**src/rtl/txn_if.sv**
```systemverilog
// Request/response bus shared by fabric32's txn_* port and the memory side.
// The master drives the request fields; the slave answers with rdy and rdata.
interface txn_if;
  logic        req;
  logic        wr;
  logic [31:0] addr;
  logic [31:0] wdata;
  logic [31:0] rdata;
  logic        rdy;

  modport master (
    output req, wr, addr, wdata,
    input  rdata, rdy
  );

  modport slave (
    input  req, wr, addr, wdata,
    output rdata, rdy
  );
endinterface

```
**src/rtl/txn_wbuf.sv**
```systemverilog
// Posted-write transaction buffer: queues writes in order, holds the upstream
// port during reads so read-after-write ordering is preserved.
module txn_wbuf #(
  parameter int DEPTH = 4,
  parameter int AW    = 2
) (
  input  logic        clk,
  input  logic        arst_n,
  txn_if.slave        up,
  txn_if.master       mem,
  output logic [AW:0] level,
  output logic        idle,
  output logic        err_drop
);

  typedef enum logic [1:0] {
    S_IDLE  = 2'd0,
    S_ISSUE = 2'd1,
    S_WAIT  = 2'd2
  } state_t;

  localparam logic [AW:0] FULL_LEVEL = (AW + 1)'(DEPTH);

  // Entry layout: {wr, addr[31:0], wdata[31:0]}
  logic [64:0]   fifo_mem [DEPTH];
  logic [64:0]   head;

  logic [AW-1:0] wr_ptr_reg;
  logic [AW-1:0] rd_ptr_reg;
  logic [AW:0]   level_reg;
  logic          read_pending_reg;
  logic          err_drop_reg;

  state_t        state_reg;
  logic          mem_req_reg;
  logic          mem_wr_reg;
  logic [31:0]   mem_addr_reg;
  logic [31:0]   mem_wdata_reg;
  logic [31:0]   up_rdata_reg;

  logic          up_rdy;
  logic          push;
  logic          pop;
  logic          drop;

  assign up_rdy = (level_reg != FULL_LEVEL) && !read_pending_reg;
  assign push   = up.req && up_rdy;
  assign drop   = up.req && !up_rdy;
  assign pop    = (state_reg == S_IDLE) && (level_reg != '0) && mem.rdy;
  assign head   = fifo_mem[rd_ptr_reg];

  // Storage carries no reset; pointers and level define which entries are live.
  genvar gi;
  generate
    for (gi = 0; gi < DEPTH; gi++) begin : g_entry
      always_ff @(posedge clk) begin
        if (push && (wr_ptr_reg == AW'(gi))) begin
          fifo_mem[gi] <= {up.wr, up.addr, up.wdata};
        end
      end
    end
  endgenerate

  always_ff @(posedge clk or negedge arst_n) begin
    if (!arst_n) begin
      wr_ptr_reg   <= '0;
      rd_ptr_reg   <= '0;
      level_reg    <= '0;
      err_drop_reg <= 1'b0;
    end else begin
      if (push) begin
        wr_ptr_reg <= wr_ptr_reg + 1'b1;
      end
      if (pop) begin
        rd_ptr_reg <= rd_ptr_reg + 1'b1;
      end
      case ({push, pop})
        2'b10:   level_reg <= level_reg + 1'b1;
        2'b01:   level_reg <= level_reg - 1'b1;
        default: level_reg <= level_reg;
      endcase
      if (drop) begin
        err_drop_reg <= 1'b1;
      end
    end
  end

  // A read can only be accepted while nothing is pending, so the set and the
  // completion-clear below never coincide.
  always_ff @(posedge clk or negedge arst_n) begin
    if (!arst_n) begin
      state_reg        <= S_IDLE;
      mem_req_reg      <= 1'b0;
      mem_wr_reg       <= 1'b0;
      mem_addr_reg     <= '0;
      mem_wdata_reg    <= '0;
      up_rdata_reg     <= '0;
      read_pending_reg <= 1'b0;
    end else begin
      if (push && !up.wr) begin
        read_pending_reg <= 1'b1;
      end
      case (state_reg)
        S_IDLE: begin
          if (pop) begin
            mem_wr_reg    <= head[64];
            mem_addr_reg  <= head[63:32];
            mem_wdata_reg <= head[31:0];
            mem_req_reg   <= 1'b1;
            state_reg     <= S_ISSUE;
          end
        end
        S_ISSUE: begin
          mem_req_reg <= 1'b0;
          state_reg   <= S_WAIT;
        end
        S_WAIT: begin
          if (mem.rdy) begin
            state_reg <= S_IDLE;
            if (!mem_wr_reg) begin
              up_rdata_reg     <= mem.rdata;
              read_pending_reg <= 1'b0;
            end
          end
        end
        default: begin
          mem_req_reg <= 1'b0;
          state_reg   <= S_IDLE;
        end
      endcase
    end
  end

  assign up.rdy    = up_rdy;
  assign up.rdata  = up_rdata_reg;
  assign mem.req   = mem_req_reg;
  assign mem.wr    = mem_wr_reg;
  assign mem.addr  = mem_addr_reg;
  assign mem.wdata = mem_wdata_reg;

  assign level    = level_reg;
  assign err_drop = err_drop_reg;
  assign idle     = (level_reg == '0) && (state_reg == S_IDLE) && !read_pending_reg;

endmodule

```
**src/flat_wrapper.sv**
```systemverilog
// flat-port wrapper written by rule: the top's interface ports become plain ports
module txn_wbuf_flat 
#(
  parameter int DEPTH = 4,
  parameter int AW    = 2
)
  (clk, arst_n, level, idle, err_drop, up_req, up_wr, up_addr, up_wdata, up_rdata, up_rdy, mem_req, mem_wr, mem_addr, mem_wdata, mem_rdata, mem_rdy);
  txn_if up_i ();
  txn_if mem_i ();
  input  logic clk;
  input  logic arst_n;
  output logic [AW:0] level;
  output logic idle;
  output logic err_drop;
  input wire logic [$bits(up_i.req)-1:0] up_req;
  input wire logic [$bits(up_i.wr)-1:0] up_wr;
  input wire logic [$bits(up_i.addr)-1:0] up_addr;
  input wire logic [$bits(up_i.wdata)-1:0] up_wdata;
  output wire logic [$bits(up_i.rdata)-1:0] up_rdata;
  output wire logic [$bits(up_i.rdy)-1:0] up_rdy;
  output wire logic [$bits(mem_i.req)-1:0] mem_req;
  output wire logic [$bits(mem_i.wr)-1:0] mem_wr;
  output wire logic [$bits(mem_i.addr)-1:0] mem_addr;
  output wire logic [$bits(mem_i.wdata)-1:0] mem_wdata;
  input wire logic [$bits(mem_i.rdata)-1:0] mem_rdata;
  input wire logic [$bits(mem_i.rdy)-1:0] mem_rdy;
  assign up_i.req = up_req;
  assign up_i.wr = up_wr;
  assign up_i.addr = up_addr;
  assign up_i.wdata = up_wdata;
  assign up_rdata = up_i.rdata;
  assign up_rdy = up_i.rdy;
  assign mem_req = mem_i.req;
  assign mem_wr = mem_i.wr;
  assign mem_addr = mem_i.addr;
  assign mem_wdata = mem_i.wdata;
  assign mem_i.rdata = mem_rdata;
  assign mem_i.rdy = mem_rdy;
  txn_wbuf #(.DEPTH(DEPTH), .AW(AW)) u_core (.clk(clk), .arst_n(arst_n), .up(up_i), .mem(mem_i), .level(level), .idle(idle), .err_drop(err_drop));
endmodule
```
**config.mk**
```make
export PLATFORM = sky130hd
export DESIGN_NAME = txn_wbuf_flat
export DESIGN_NICKNAME = d
export VERILOG_FILES = /design/src/rtl/txn_if.sv /design/src/rtl/txn_wbuf.sv /design/src/flat_wrapper.sv
export SDC_FILE = /design/constraint.sdc
export NUM_CORES = 1
export LEC_CHECK = 0
export BUFFER_PORTS_ARGS = -buffer_cell sky130_fd_sc_hd__buf_2
export CAP_MARGIN = 20
export CORE_MARGIN = 2
export CORE_UTILIZATION = 59
export CTS_BUF_LIST = sky130_fd_sc_hd__clkbuf_4
export DETAILED_ROUTE_END_ITERATION = 8
export PLACE_DENSITY = 0.86
export SLEW_MARGIN = 20
export SYNTH_ARGS = -nofsm -noshare
export SYNTH_HDL_FRONTEND = slang
export SYNTH_SLANG_ARGS = --single-unit
```
**constraint.sdc**
```tcl
create_clock -name clk -period 4 [get_ports clk]
set_input_delay 0.4 -clock clk [delete_from_list [all_inputs] [get_ports clk]]
set_output_delay 0.4 -clock clk [all_outputs]
set_load 0.02 [all_outputs]
```
==> metrics.md <==
| Metric | Value |
|---|---|
| Run status | `finished, final reports clean` |
| Finished layout cell area | `17200 µm²` |
| Hold-fix buffers, CTS | `100` |
| Num CTS Buffers | `between 80 and 90` |
| NumNets Final | `roughly 1100` |
| Setup TNS | `0 ns` |
| Syn Nets | `~710` |
| Number of cells on the worst reg-to-reg path | `3` |
| I/O Buffers | `~200` |
| Post-synthesis cell count | `approximately 600` |
| Std cell rows | `55` |
| Max Slew Vio Count | `0` |
| Remaining Overflow, GRT | `0` |
| Clock root buffer | `clkbuf_4` |
| Fin crit share | `68.7%` |
| Area after DPL | `about 15000 µm²` |
| Layout cells sized above 1 | `roughly 50%` |
| Largest net degree at the start of global routing | `between 60 and 70` |
| Largest register FFs | `260` |
| Clock skew | `around 0.033 ns` |
| H-tree depth | `3` |
| CTS Buffer Depth | `3` |
| Worst-path clk slew | `approximately 0.070 ns` |
| FF-to-FF End | `u_core.fifo_mem[2][60]$_DFFE_PP_` |
| Via density | `between 5 and 6` |
| Postcts setup bufs | `0` |
| Initial DRC Count | `~460` |
| Maxcap violations | `0` |
| FF+latch count, synth | `around 370` |
| Hpwl dp | `between 15000 and 20000 µm` |
| Biggest register | `u_core.fifo_mem` |
| Peak VDD IR | `about 530 µV` |
| Average routed wire per standard cell | `20.5 µm` |
| R2r setup slk | `roughly 1.3 ns` |
| Synth unique cells | `31` |
| RR Startpoint | `u_core.level[2]$_DFFE_PN0P_` |
| Starting Density | `~60%` |
| Die width | `approximately 160 µm` |
| Final WL | `27400 µm` |
| TritonCTS clock tree | `built` |
| Hold/Removal Path Class | `input port to asynchronous set/reset pin` |
| Tot GR Track Use | `~23%` |
| RSZ-0062 raised after global routing | `false` |
| Seq/Total Area, Yosys | `about 77%` |
| Dpl cells | `between 1000 and 1500` |
| Placer Congestion | `approximately 0.70` |
| CP required | `around 4.3 ns` |
| Diodes inserted | `0` |
| Post_cts resized | `0` |
| First-pass GRT wire length | `42100 µm` |
| Via count | `slightly above 7000` |
| Syn_area_per_cell | `about 23 µm²` |
| Setup Viol. Count Final | `0` |
| Worst slew margin | `approximately a third` |
| Clock Sinks | `around 370` |
| Post-DRT Antenna Nets | `0` |
| Max Freq | `364 MHz` |
| Non-Filler Instances | `about 1300` |
| Worst-skew pair later-pin latency | `between 0.7 and 0.8 ns` |
| Yosys Warn Count | `0` |
| CP Max Fanout | `between 60 and 70` |
| Residual DRC count | `0` |
| First-pass DRT Iterations | `5` |
| Area growth syn-to-layout | `25.7%` |
| Slew at the pin closest to its max-slew limit | `approximately 1 ns` |
| Mapped cell area | `around 14000 µm²` |
| Crit path capture type | `flip-flop` |
| Initial antenna violation count | `0` |
| Final core occ | `75.8%` |
| Total core area | `22600 µm²` |
| Final hold viol count | `0` |
| I/O Pins | `around 200` |
| Die height | `~160 µm` |
| Number of global-route vias before repair | `approximately 7700` |
| Minimum clock period after layout | `roughly 2.7 ns` |
| Power density over the cells | `715 nW/µm²` |
| Leakage | `between 0.006 and 0.007 µW` |
| CP Data Arrival Time | `between 3 and 4 ns` |
| CP Class | `flip-flop to flip-flop` |
| Startpoint class of the critical path | `flip-flop` |
| Die area | `between 20000 and 25000 µm²` |
## worst max-delay path: stages, from the launching register on
cell	delay, ns
dfrtp_1	0.41
or3b_2	0.23
nor3b_1	0.71
and2_4	0.90
## metal layers
layer  global-route usage [%]  wire length (µm)  vias to the layer above
met5                        0                 0                        -
met4                     7.69               500                        0
met3                     5.64              1860                       42
met2                     38.5             13900                      322
met1                     30.5             11100                     3668
li1                         -                 -                     3223
## cell usage in the layout, fill, tap and decap left out, types with 5 or more instances in the layout
master           n
clkbuf_4       133
dlygate4sd3_1  100
buf_2          203
ha_1             5
edfxtp_1       260
clkinv_1        20
buf_4            8
mux2_2          81
inv_1            9
mux4_2          65
mux2_4          17
dfrtp_1        107
## through the flow
step	hold WS [ns]	total power [µW]	worst slack, ns
finish	0.313	12300	1.25
global route	0.353	12900	1.11
CTS	0.297	12400	1.27
detailed placement	0.461	9080	1.35
global placement	0.465	8960	1.42
floorplan	0.104	7970	0.774
## layout make-up
cell class	count	area [µm²]
clock buffers	133	998
clock inverters	29	205
fillers	1207	5480
inverters	9	33.8
multi-input cells	197	2950
flip-flops and latches	369	10500
well taps	285	357
repair buffers	311	2080
## kinds of logic after synthesis
logic type                 share of synthesized area (%)
and+or+nand+nor                                    0.862
buffers and inverters                               1.39
AOI/OAI and AO/OA                                  0.193
muxes                                               19.4
DFF                                                 77.2
xor gates and xnor gates                           0.385
adders and majority gates                          0.605
## worst max-delay path by stage
| stage | start | to | slack (ns) | depth (start not counted) |
|---|---|---|---|---|
| floorplan | u_core.level[2]$_DFFE_PN0P_ | u_core.fifo_mem[0][0]$_DFFE_PP_ | 0.77 | 3 |
| global placement | u_core.level[2]$_DFFE_PN0P_ | u_core.fifo_mem[3][18]$_DFFE_PP_ | 1.42 | 3 |
| detailed placement | u_core.level[2]$_DFFE_PN0P_ | u_core.fifo_mem[3][18]$_DFFE_PP_ | 1.35 | 3 |
| CTS | u_core.level[2]$_DFFE_PN0P_ | u_core.fifo_mem[3][40]$_DFFE_PP_ | 1.27 | 3 |
| global route | u_core.level[2]$_DFFE_PN0P_ | u_core.fifo_mem[2][60]$_DFFE_PP_ | 1.11 | 3 |
| finish | u_core.level[2]$_DFFE_PN0P_ | u_core.fifo_mem[2][60]$_DFFE_PP_ | 1.25 | 3 |
## synthesized netlist by cell type (all sizes together)
cell / n / area, µm²
mux2: 98 / 1170
clkbuf: 5 / 18.8
and2: 4 / 25.0
nand3b: 1 / 7.51
o21bai: 1 / 7.51
nor2: 3 / 11.3
nor2b: 1 / 6.26
mux2i: 1 / 10.0
dfrtp: 109 / 2730
nand4: 1 / 6.26
or3b: 1 / 8.76
or3: 1 / 11.3
fa: 1 / 20.0
xor2: 3 / 26.3
nor4: 1 / 6.26
ha: 5 / 62.6
edfxtp: 260 / 7810
xnor2: 3 / 26.3
inv: 9 / 33.8
nor3b: 1 / 7.51
a31oi: 1 / 6.26
buf: 22 / 138
a21o: 1 / 7.51
o21ai: 1 / 5.00
and3: 2 / 17.5
nor4bb: 1 / 10.0
mux4: 65 / 1460
## report_power, final
part           leakage, µW  internal (µW)  switching (µW)  total (µW)
clock network     0.000698           1720            1450        3180
logic              0.00229           1820            1760        3590
registers          0.00363           4890             621        5510
Note: power is estimated with default switching activity, not from simulation.
